<file path="src/rtl/iter_shifter.sv">
// Bit-serial shift/rotate co-processor: one bit position per clock, start/done handshake.
// Oper encoding shared with the barrel shifter: Oper[1]=right, Oper[0]=shift (vs rotate).
`timescale 1ns/1ps
module iter_shifter #(
  parameter int OPERAND_WIDTH = 16,
  parameter int SHAMT_WIDTH   = 4
) (
  input  logic                     clk,
  input  logic                     rst,
  input  logic                     start,
  input  logic [OPERAND_WIDTH-1:0] In,
  input  logic [SHAMT_WIDTH-1:0]   ShAmt,
  input  logic [1:0]               Oper,
  output logic                     busy,
  output logic                     done,
  output logic [OPERAND_WIDTH-1:0] Out
);

  localparam logic [1:0] OP_ROL = 2'b00;
  localparam logic [1:0] OP_SLL = 2'b01;
  localparam logic [1:0] OP_ROR = 2'b10;
  localparam logic [1:0] OP_SRL = 2'b11;

  typedef enum logic [1:0] {
    IDLE  = 2'b00,
    SHIFT = 2'b01,
    DONE  = 2'b10
  } state_t;

  state_t                   state;
  state_t                   state_nxt;
  logic [OPERAND_WIDTH-1:0] data;
  logic [OPERAND_WIDTH-1:0] data_step;
  logic [OPERAND_WIDTH-1:0] data_nxt;
  logic [SHAMT_WIDTH-1:0]   cnt;
  logic [SHAMT_WIDTH-1:0]   cnt_nxt;
  logic [1:0]               op;
  logic                     accepting;
  logic                     accept;
  logic                     last_step;

  // DONE accepts a new start so back-to-back ops have no idle bubble.
  assign accepting = (state == IDLE) || (state == DONE);
  assign accept    = accepting && start;
  assign last_step = (state == SHIFT) && (cnt == SHAMT_WIDTH'(1));

  always_ff @(posedge clk or posedge rst) begin
    if (rst) state <= IDLE;
    else     state <= state_nxt;
  end

  always_comb begin
    state_nxt = state;
    case (state)
      IDLE, DONE: begin
        if (accept) state_nxt = (ShAmt == '0) ? DONE : SHIFT;
        else        state_nxt = IDLE;
      end
      SHIFT:   state_nxt = last_step ? DONE : SHIFT;
      default: state_nxt = IDLE;
    endcase
  end

  always_comb begin
    busy = 1'b0;
    done = 1'b0;
    case (state)
      SHIFT:   busy = 1'b1;
      DONE:    done = 1'b1;
      default: ;
    endcase
  end

  always_comb begin
    data_step = data;
    case (op)
      OP_ROL:  data_step = {data[OPERAND_WIDTH-2:0], data[OPERAND_WIDTH-1]};
      OP_SLL:  data_step = {data[OPERAND_WIDTH-2:0], 1'b0};
      OP_ROR:  data_step = {data[0], data[OPERAND_WIDTH-1:1]};
      OP_SRL:  data_step = {1'b0, data[OPERAND_WIDTH-1:1]};
      default: data_step = data;
    endcase
  end

  always_comb begin
    data_nxt = data;
    cnt_nxt  = cnt;
    if (accept) begin
      data_nxt = In;
      cnt_nxt  = ShAmt;
    end else if (state == SHIFT) begin
      data_nxt = data_step;
      cnt_nxt  = cnt - SHAMT_WIDTH'(1);
    end
  end

  always_ff @(posedge clk or posedge rst) begin
    if (rst) begin
      data <= '0;
      cnt  <= '0;
      op   <= OP_ROL;
    end else begin
      data <= data_nxt;
      cnt  <= cnt_nxt;
      if (accept) op <= Oper;
    end
  end

  // Out only moves on the edge entering DONE; data_nxt is the final value there
  // (shifted result, or In itself for a zero shift).
  always_ff @(posedge clk or posedge rst) begin
    if (rst)                    Out <= '0;
    else if (state_nxt == DONE) Out <= data_nxt;
  end

endmodule
</file>
<file path="config.mk">
export PLATFORM = sky130hd
export DESIGN_NAME = iter_shifter
export DESIGN_NICKNAME = d
export VERILOG_FILES = /design/src/rtl/iter_shifter.sv
export SDC_FILE = /design/constraint.sdc
export NUM_CORES = 1
export LEC_CHECK = 0
export CAP_MARGIN = 30
export CORE_MARGIN = 10
export CORE_UTILIZATION = 49
export CTS_BUF_LIST = sky130_fd_sc_hd__clkbuf_8 sky130_fd_sc_hd__clkbuf_16
export DETAILED_ROUTE_END_ITERATION = 7
export PLACE_DENSITY = 0.77
export RECOVER_POWER = 25
export SETUP_SLACK_MARGIN = 0.4
export SYNTH_ARGS = -nofsm -noshare
export SYNTH_HDL_FRONTEND = slang
export SYNTH_SLANG_ARGS = --single-unit
</file>
<file path="constraint.sdc">
create_clock -name clk -period 2.5 [get_ports clk]
set_input_delay 0.75 -clock clk [delete_from_list [all_inputs] [get_ports clk]]
set_output_delay 0.75 -clock clk [all_outputs]
set_load 0.03 [all_outputs]
</file>
==> results of run 1 <==
==> per-stage QoR <==
stage	utilization, %	area (sq um)	hold WS [ns]	std cells	worst slack (ns)
2_1_floorplan	-	2070	0.469	175	0.450
3_3_place_gp	62.7	2540	0.491	264	0.0530
3_5_place_dp	62.7	2540	0.493	264	0.0224
4_1_cts	65.0	2640	0.512	272	0.397
5_1_grt	65.9	2680	0.526	273	0.401
6_report	65.9	2680	0.504	273	0.437
==> timing repair <==
| item | CTS | global route |
|---|---|---|
| resized for setup | 10 | 22 |
| endpoints found under the setup margin | 22 | 28 |
| pin swaps | 2 | 2 |
| cloned | 0 | 1 |
==> final cells by class <==
class | instances | share of cell area (%)
clock buffer | 6 | 3.09
clock inverter | 2 | 0.281
inverter | 6 | 0.935
multi-input combinational | 117 | 36.9
sequential | 40 | 37.4
tap | 50 | 2.34
timing repair buffer | 52 | 19.0
==> power groups by stage <==
stage | clock [uW] | sequential, uW | combinational, uW
floorplan | 0 | 1390 | 1150
global placement | 0 | 1250 | 1770
detailed placement | 0 | 1260 | 1820
CTS | 453 | 1250 | 1810
global route | 472 | 1310 | 1980
finish | 437 | 1260 | 1810
==> synth_stat cells (2+ instances only) <==
| cell type | count |
|---|---|
| buf_6 | 2 |
| nor3b_1 | 2 |
| mux2i_1 | 29 |
| nand2b_1 | 3 |
| or2b_1 | 2 |
| a21o_1 | 14 |
| inv_1 | 5 |
| dfrtp_1 | 40 |
| o22ai_1 | 16 |
| nor2b_1 | 2 |
| a211oi_1 | 2 |
| nand2_1 | 10 |
| a21oi_1 | 3 |
| a22o_1 | 3 |
| nor2_1 | 3 |
| o21ai_0 | 2 |
| clkbuf_1 | 4 |
| mux2_2 | 7 |
| ha_1 | 2 |
| mux2_4 | 9 |
| buf_2 | 5 |
==> cells by family (layout without fill, tap and decap cells) <==
kind of cell | after synthesis | after routing | share of synthesized area [%]
adders and majority gates | 2 | 2 | 1.21
buffers and inverters | 18 | 66 | 4.95
AOI/OAI and AO/OA | 44 | 44 | 14.7
and+or+nand+nor | 25 | 25 | 6.16
xor gates and xnor gates | 1 | 1 | 0.423
DFF | 40 | 40 | 48.3
muxes | 45 | 45 | 24.3
==> per-layer routing <==
layer	vias up	global-route usage [%]
met1	743	17.4
met3	8	4.97
li1	732	-
met5	-	0
met4	0	5.39
met2	49	20.4
==> worst max-delay path by stage <==
stage              from      end  slack, ns  depth (start not counted)
5_1_grt         Out[12]  Out[12]       0.40                          1
2_1_floorplan     start  Out[12]       0.45                          6
6_report        Out[12]  Out[12]       0.44                          1
3_3_place_gp   ShAmt[0]   Out[8]       0.05                          5
4_1_cts        ShAmt[1]   Out[7]       0.40                          5
3_5_place_dp   ShAmt[1]   Out[7]       0.02                          5
==> registers in the layout, summed over array words and instances, names as in the netlist <==
register,count
Out,16
cnt,4
data,16
op,2
state,2
==> flow_summary.yaml, run 1 <==
cells_and_area:
  fillCellCount: 309
  final_nets: 249
  seq_area_sq_um: 1000
  antenna_cells: 0
  area_delta_synth_final_pct: 29.0
  drive_gt1_share_pct: 15.7
  final_common_cell: "dfrtp_1"
  multiInputGateArea_sq_um: 987
  layout_common_cells: "dfrtp_1, mux2i_1, clkdlybuf4s50_1, o22ai_1, a21o_1"
sta:
  fin_crit_sh_pct: 82.5
  rsz0062_at_grt: "no"
  relSlewSlack_pct: 32.9
  final.setup.tns_ns: 0
  hold_violations: 0
  clock_skew_ns: 0.00170
  max_freq_mhz: 485
  setup_violations: 0
  worst_pin_slew_ns: 1.01
  slew_violations: 0
  min_period_ns: 2.06
worst_setup_path:
  reg2reg_setup_slack_ns: 0.63
  worstReg2RegEnd: "Out[9]"
  cp.required_ns: 1.75
  cp-end-kind: "primary output"
  critical_path.max_fanout: 2
  worstPathCellList: "clkdlybuf4s50_1"
  slowest_stage: "clkdlybuf4s50_1"
  path_class: "reg -> out"
  start_kind: "register"
  r2r_start: "op[1]"
  cpLargestDelayFamily: "buffers and inverters"
  slowest_delay_ns: 0.68
  worstPathArrival_ns: 1.31
  ff2ff_path_depth: 4
  crit_buf_inv: 1
flow_run:
  maxCapViolations: 0
routing:
  post_drt_wl_per_cell_um: 17.9
  wl_met3_um: 334
  routed_wl_um: 4880
  drtAntennaViolNets: 0
  remaining_drc_errors: 0
  vias: 1532
  dr.pass1.iters: 4
  met2_length_um: 2200
  route.layer.met1.wl_um: 2260
  viasPerCell: 5.61
  top_layer_used: "met4"
  drt-initial-drc-count: 119
min_path:
  hold_end: "Out[11]"
  worstHoldStart: "Out[11]"
  whs_path_depth: 1
  hp-class: "reg -> reg"
logic_synthesis:
  syn-mean-instance-area_sq_um: 11.8
  synth_top_area_share_pct: 48.3
  synth_edf_count: 0
  ys_ff_latch: 40
  synth_cell_type_count: 31
  synth_area_sq_um: 2070
  synth.area.top_cells: "dfrtp_1, mux2i_1, mux2_4"
  yosys.area.top_type: "dfrtp_1"
  synthesis.nets: 202
  ys.flop_type: "dfrtp_1"
  synthCells: 175
  ys.warnings.count: 0
  ys_seq_area_share_pct: 48.3
  async_reset_ff_share_pct: 100
grt:
  grt_pass1_wl_um: 8160
  gr-total-overflow: 0
  grtUsageTotal_pct: 13.6
  antenna_found_initial: 0
  grt_start_max_net_pins: 41
  grt_pass1_vias: 1649
floorplan:
  initial_core_util_pct: 51.1
  fp.coreArea_sq_um: 4060
  fp-row-count: 23
  die_area_sq_um: 7230
  die_h_um: 85.0
  ioPinCount: 43
  die_width_um: 85.0
placement:
  hpwl_um: 3360
  gp_congestion: 0.829
  portBuffers: 42
cts:
  clk_path_buf_depth: 2
  postCtsHoldBufs: 0
  h-tree-depth: 2
  post_cts_buffers: 0
  clk-insertion-delay-late_ns: 0.29
  clkTransAtPathRegs_ns: 0.07
  root_buffer: "clkbuf_8"
  cts_tree: "done"
  cts_buffers: 5
  cts.sinks: 40
pwr:
  power_switching_uw: 1440
  clock_power_share_pct: 12.5
  cellPowerDensity_nw_per_um2: 1310
  ir_drop_v: 0.000604
  combPwrFrac_pct: 51.7
  leakagePower_uw: 0.00143
  total_power_uw: 3500
  seqPwrFrac_pct: 35.8
  swShare_pct: 41.1
  power.internal_uw: 2060
outcome:
  status: "finished, final reports clean"
Note: power is estimated with default switching activity, not from simulation.
==> run 2: changes to the inputs <==
--- a/config.mk
+++ b/config.mk
@@ -7,10 +7,10 @@
 export LEC_CHECK = 0
 export CAP_MARGIN = 30
 export CORE_MARGIN = 10
-export CORE_UTILIZATION = 49
+export CORE_UTILIZATION = 46
 export CTS_BUF_LIST = sky130_fd_sc_hd__clkbuf_8 sky130_fd_sc_hd__clkbuf_16
 export DETAILED_ROUTE_END_ITERATION = 7
-export PLACE_DENSITY = 0.77
+export PLACE_DENSITY = 0.76
 export RECOVER_POWER = 25
 export SETUP_SLACK_MARGIN = 0.4
 export SYNTH_ARGS = -nofsm -noshare
==> constraint.sdc (replaced) <==
create_clock -name clk -period 1.85 [get_ports clk]
set_input_delay 0.555 -clock clk [delete_from_list [all_inputs] [get_ports clk]]
set_output_delay 0.555 -clock clk [all_outputs]
set_load 0.03 [all_outputs]
==> run 2 against run 1 <==
Non-clock buffer count up 26. Via count up 9.1%. Clock power is 74% higher. Die area grew 5.0%. Sequential cell count did not move. Critical path type is now reg -> reg.
==> flow_summary.yaml, run 2 (synthesis results as in run 1) <==
outcome:
  status: "finished, final reports clean"
grt:
  grtUsageTotal_pct: 14.6
  gr-total-overflow: 0
  antenna_found_initial: 0
  grt_pass1_vias: 1771
  grt_start_max_net_pins: 22
  grt_pass1_wl_um: 8780
cts:
  cts.sinks: 40
  postCtsHoldBufs: 0
  root_buffer: "clkbuf_8"
  h-tree-depth: 2
  cts_buffers: 5
  clkTransAtPathRegs_ns: 0.08
  cts_tree: "done"
  clk-insertion-delay-late_ns: 0.31
  clk_path_buf_depth: 2
worst_setup_path:
  critical_path.max_fanout: 4
  slowest_delay_ns: 0.42
  cp-end-kind: "register"
  worstReg2RegEnd: "Out[1]"
  crit_path_end: "Out[1]"
  crit_start: "cnt[0]"
  cpLargestDelayFamily: "flip-flops"
  cp.required_ns: 2.04
  start_kind: "register"
  r2r_start: "cnt[0]"
  ff2ff_path_depth: 6
  path_class: "reg -> reg"
  worstPathCellList: "ha_4 > nor3b_4 > a22o_4 > buf_6 > clkbuf_16 > mux2_4"
  cp.depth: 6
  reg2reg_setup_slack_ns: 0.18
  crit_buf_inv: 2
  slowest_stage: "dfrtp_1"
  worstPathArrival_ns: 1.87
placement:
  hpwl_um: 3480
  numPlacedInstances: 275
  gp_congestion: 0.823
  portBuffers: 42
routing:
  viasPerCell: 5.55
  dr.pass1.iters: 4
  drtAntennaViolNets: 0
  post_drt_wl_per_cell_um: 18.2
  drt-initial-drc-count: 101
  remaining_drc_errors: 0
  routed_wl_um: 5480
  vias: 1672
cells_and_area:
  seq_area_sq_um: 1000
  final_common_cell: "dfrtp_1"
  multiInputGateArea_sq_um: 1060
  fillCellCount: 320
  drive_gt1_share_pct: 37.3
  layout_common_cells: "dfrtp_1, buf_4, mux2i_1, clkdlybuf4s50_1, o22ai_1"
  instances_no_fill: 301
  final_nets: 275
  area_delta_synth_final_pct: 46.1
  top_regs: "Out (16), data (16), cnt (4)"
  antenna_cells: 0
  finish.utilization_pct: 69.6
floorplan:
  die_h_um: 87.1
  ioPinCount: 43
  die_area_sq_um: 7590
  fp-row-count: 24
  fp.coreArea_sq_um: 4350
  die_width_um: 87.1
  initial_core_util_pct: 47.6
pwr:
  power_switching_uw: 2180
  combPwrFrac_pct: 55.6
  cellPowerDensity_nw_per_um2: 1820
  swShare_pct: 39.4
  power.internal_uw: 3350
  ir_drop_v: 0.00101
  total_power_uw: 5520
  clock_power_share_pct: 13.8
  leakagePower_uw: 0.00149
  seqPwrFrac_pct: 30.6
min_path:
  hp-class: "reg -> reg"
sta:
  min_period_ns: 1.67
  rsz0062_at_grt: "yes"
  worst_pin_slew_ns: 0.686
  hold_violations: 0
  relSlewSlack_pct: 54.0
  max_freq_mhz: 597
  clock_skew_ns: 0.00582
  setup_violations: 0
  slew_violations: 0
  fin_crit_sh_pct: 90.5
flow_run:
  maxCapViolations: 0
[run 2: cell count changes in the layout (fill, tap and decap cells not counted), moves of 4 or more]
cell            change
mux2_2              -5
buf_4              +28
inv_1               -4
buf_12              +4
dlymetal6s2s_1     -12
buf_6               +9
dlygate4sd2_1       -5
buf_2               +5
mux2_4              +5
[run 2: stage by stage]
step / TNS (ns) / worst slack, ns / hold WS [ns] / instance area [sq um]
floorplan: 0 / 0.151 / 0.469 / 2130
global placement: -6.35 / -0.357 / 0.496 / 2680
detailed placement: -6.83 / -0.407 / 0.499 / 2680
CTS: 0 / 0.181 / 0.512 / 2900
global route: 0 / 0.158 / 0.529 / 3030
finish: 0 / 0.176 / 0.513 / 3030
[run 2: routing by layer]
layer / vias up / wire length (um) / global-route usage [%]
met3: 11 / 381 / 4.12
met5: - / 0 / 0
met2: 56 / 2680 / 23.0
li1: 791 / - / -
met1: 814 / 2330 / 17.6
met4: 0 / 94 / 7.68
[run 2: layout make-up]
type,instances,share of cell area [%]
tap,52,2.15
clock buffer,6,2.73
timing repair buffer,78,24.9
multi-input combinational,117,35.0
sequential,40,33.1
clock inverter,2,1.28
inverter,6,0.867
[run 2: repair_timing]
action,CTS,global route
pin swaps,2,4
setup buffers,12,4
setup endpoints to repair,58,32
cloned,1,1
resized for setup,102,48
[run 2: worst min path at each step]
stage | depth (start not counted) | start | end | slack (ns)
6_report | 1 | Out[14] | Out[14] | 0.51
5_1_grt | 1 | Out[14] | Out[14] | 0.53
4_1_cts | 1 | Out[15] | Out[15] | 0.51
3_5_place_dp | 1 | Out[15] | Out[15] | 0.50
3_3_place_gp | 1 | Out[11] | Out[11] | 0.50
2_1_floorplan | 2 | op[0] | op[0] | 0.47
[run 2: power groups by stage]
stage	clock network [uW]	registers (uW)	logic (uW)
finish	760	1690	3070
global route	821	1740	3320
CTS	770	1640	2760
detailed placement	0	1640	2630
global placement	0	1640	2590
floorplan	0	1880	1590
==> run 3: changes to the inputs <==
--- a/config.mk
+++ b/config.mk
@@ -5,6 +5,7 @@
 export SDC_FILE = /design/constraint.sdc
 export NUM_CORES = 1
 export LEC_CHECK = 0
+export ABC_CLOCK_PERIOD_IN_PS = 1850
 export CAP_MARGIN = 30
 export CORE_MARGIN = 10
 export CORE_UTILIZATION = 46
==> results of run 3 <==
No change in the layout: final DEF, timing and power equal those of run 2.
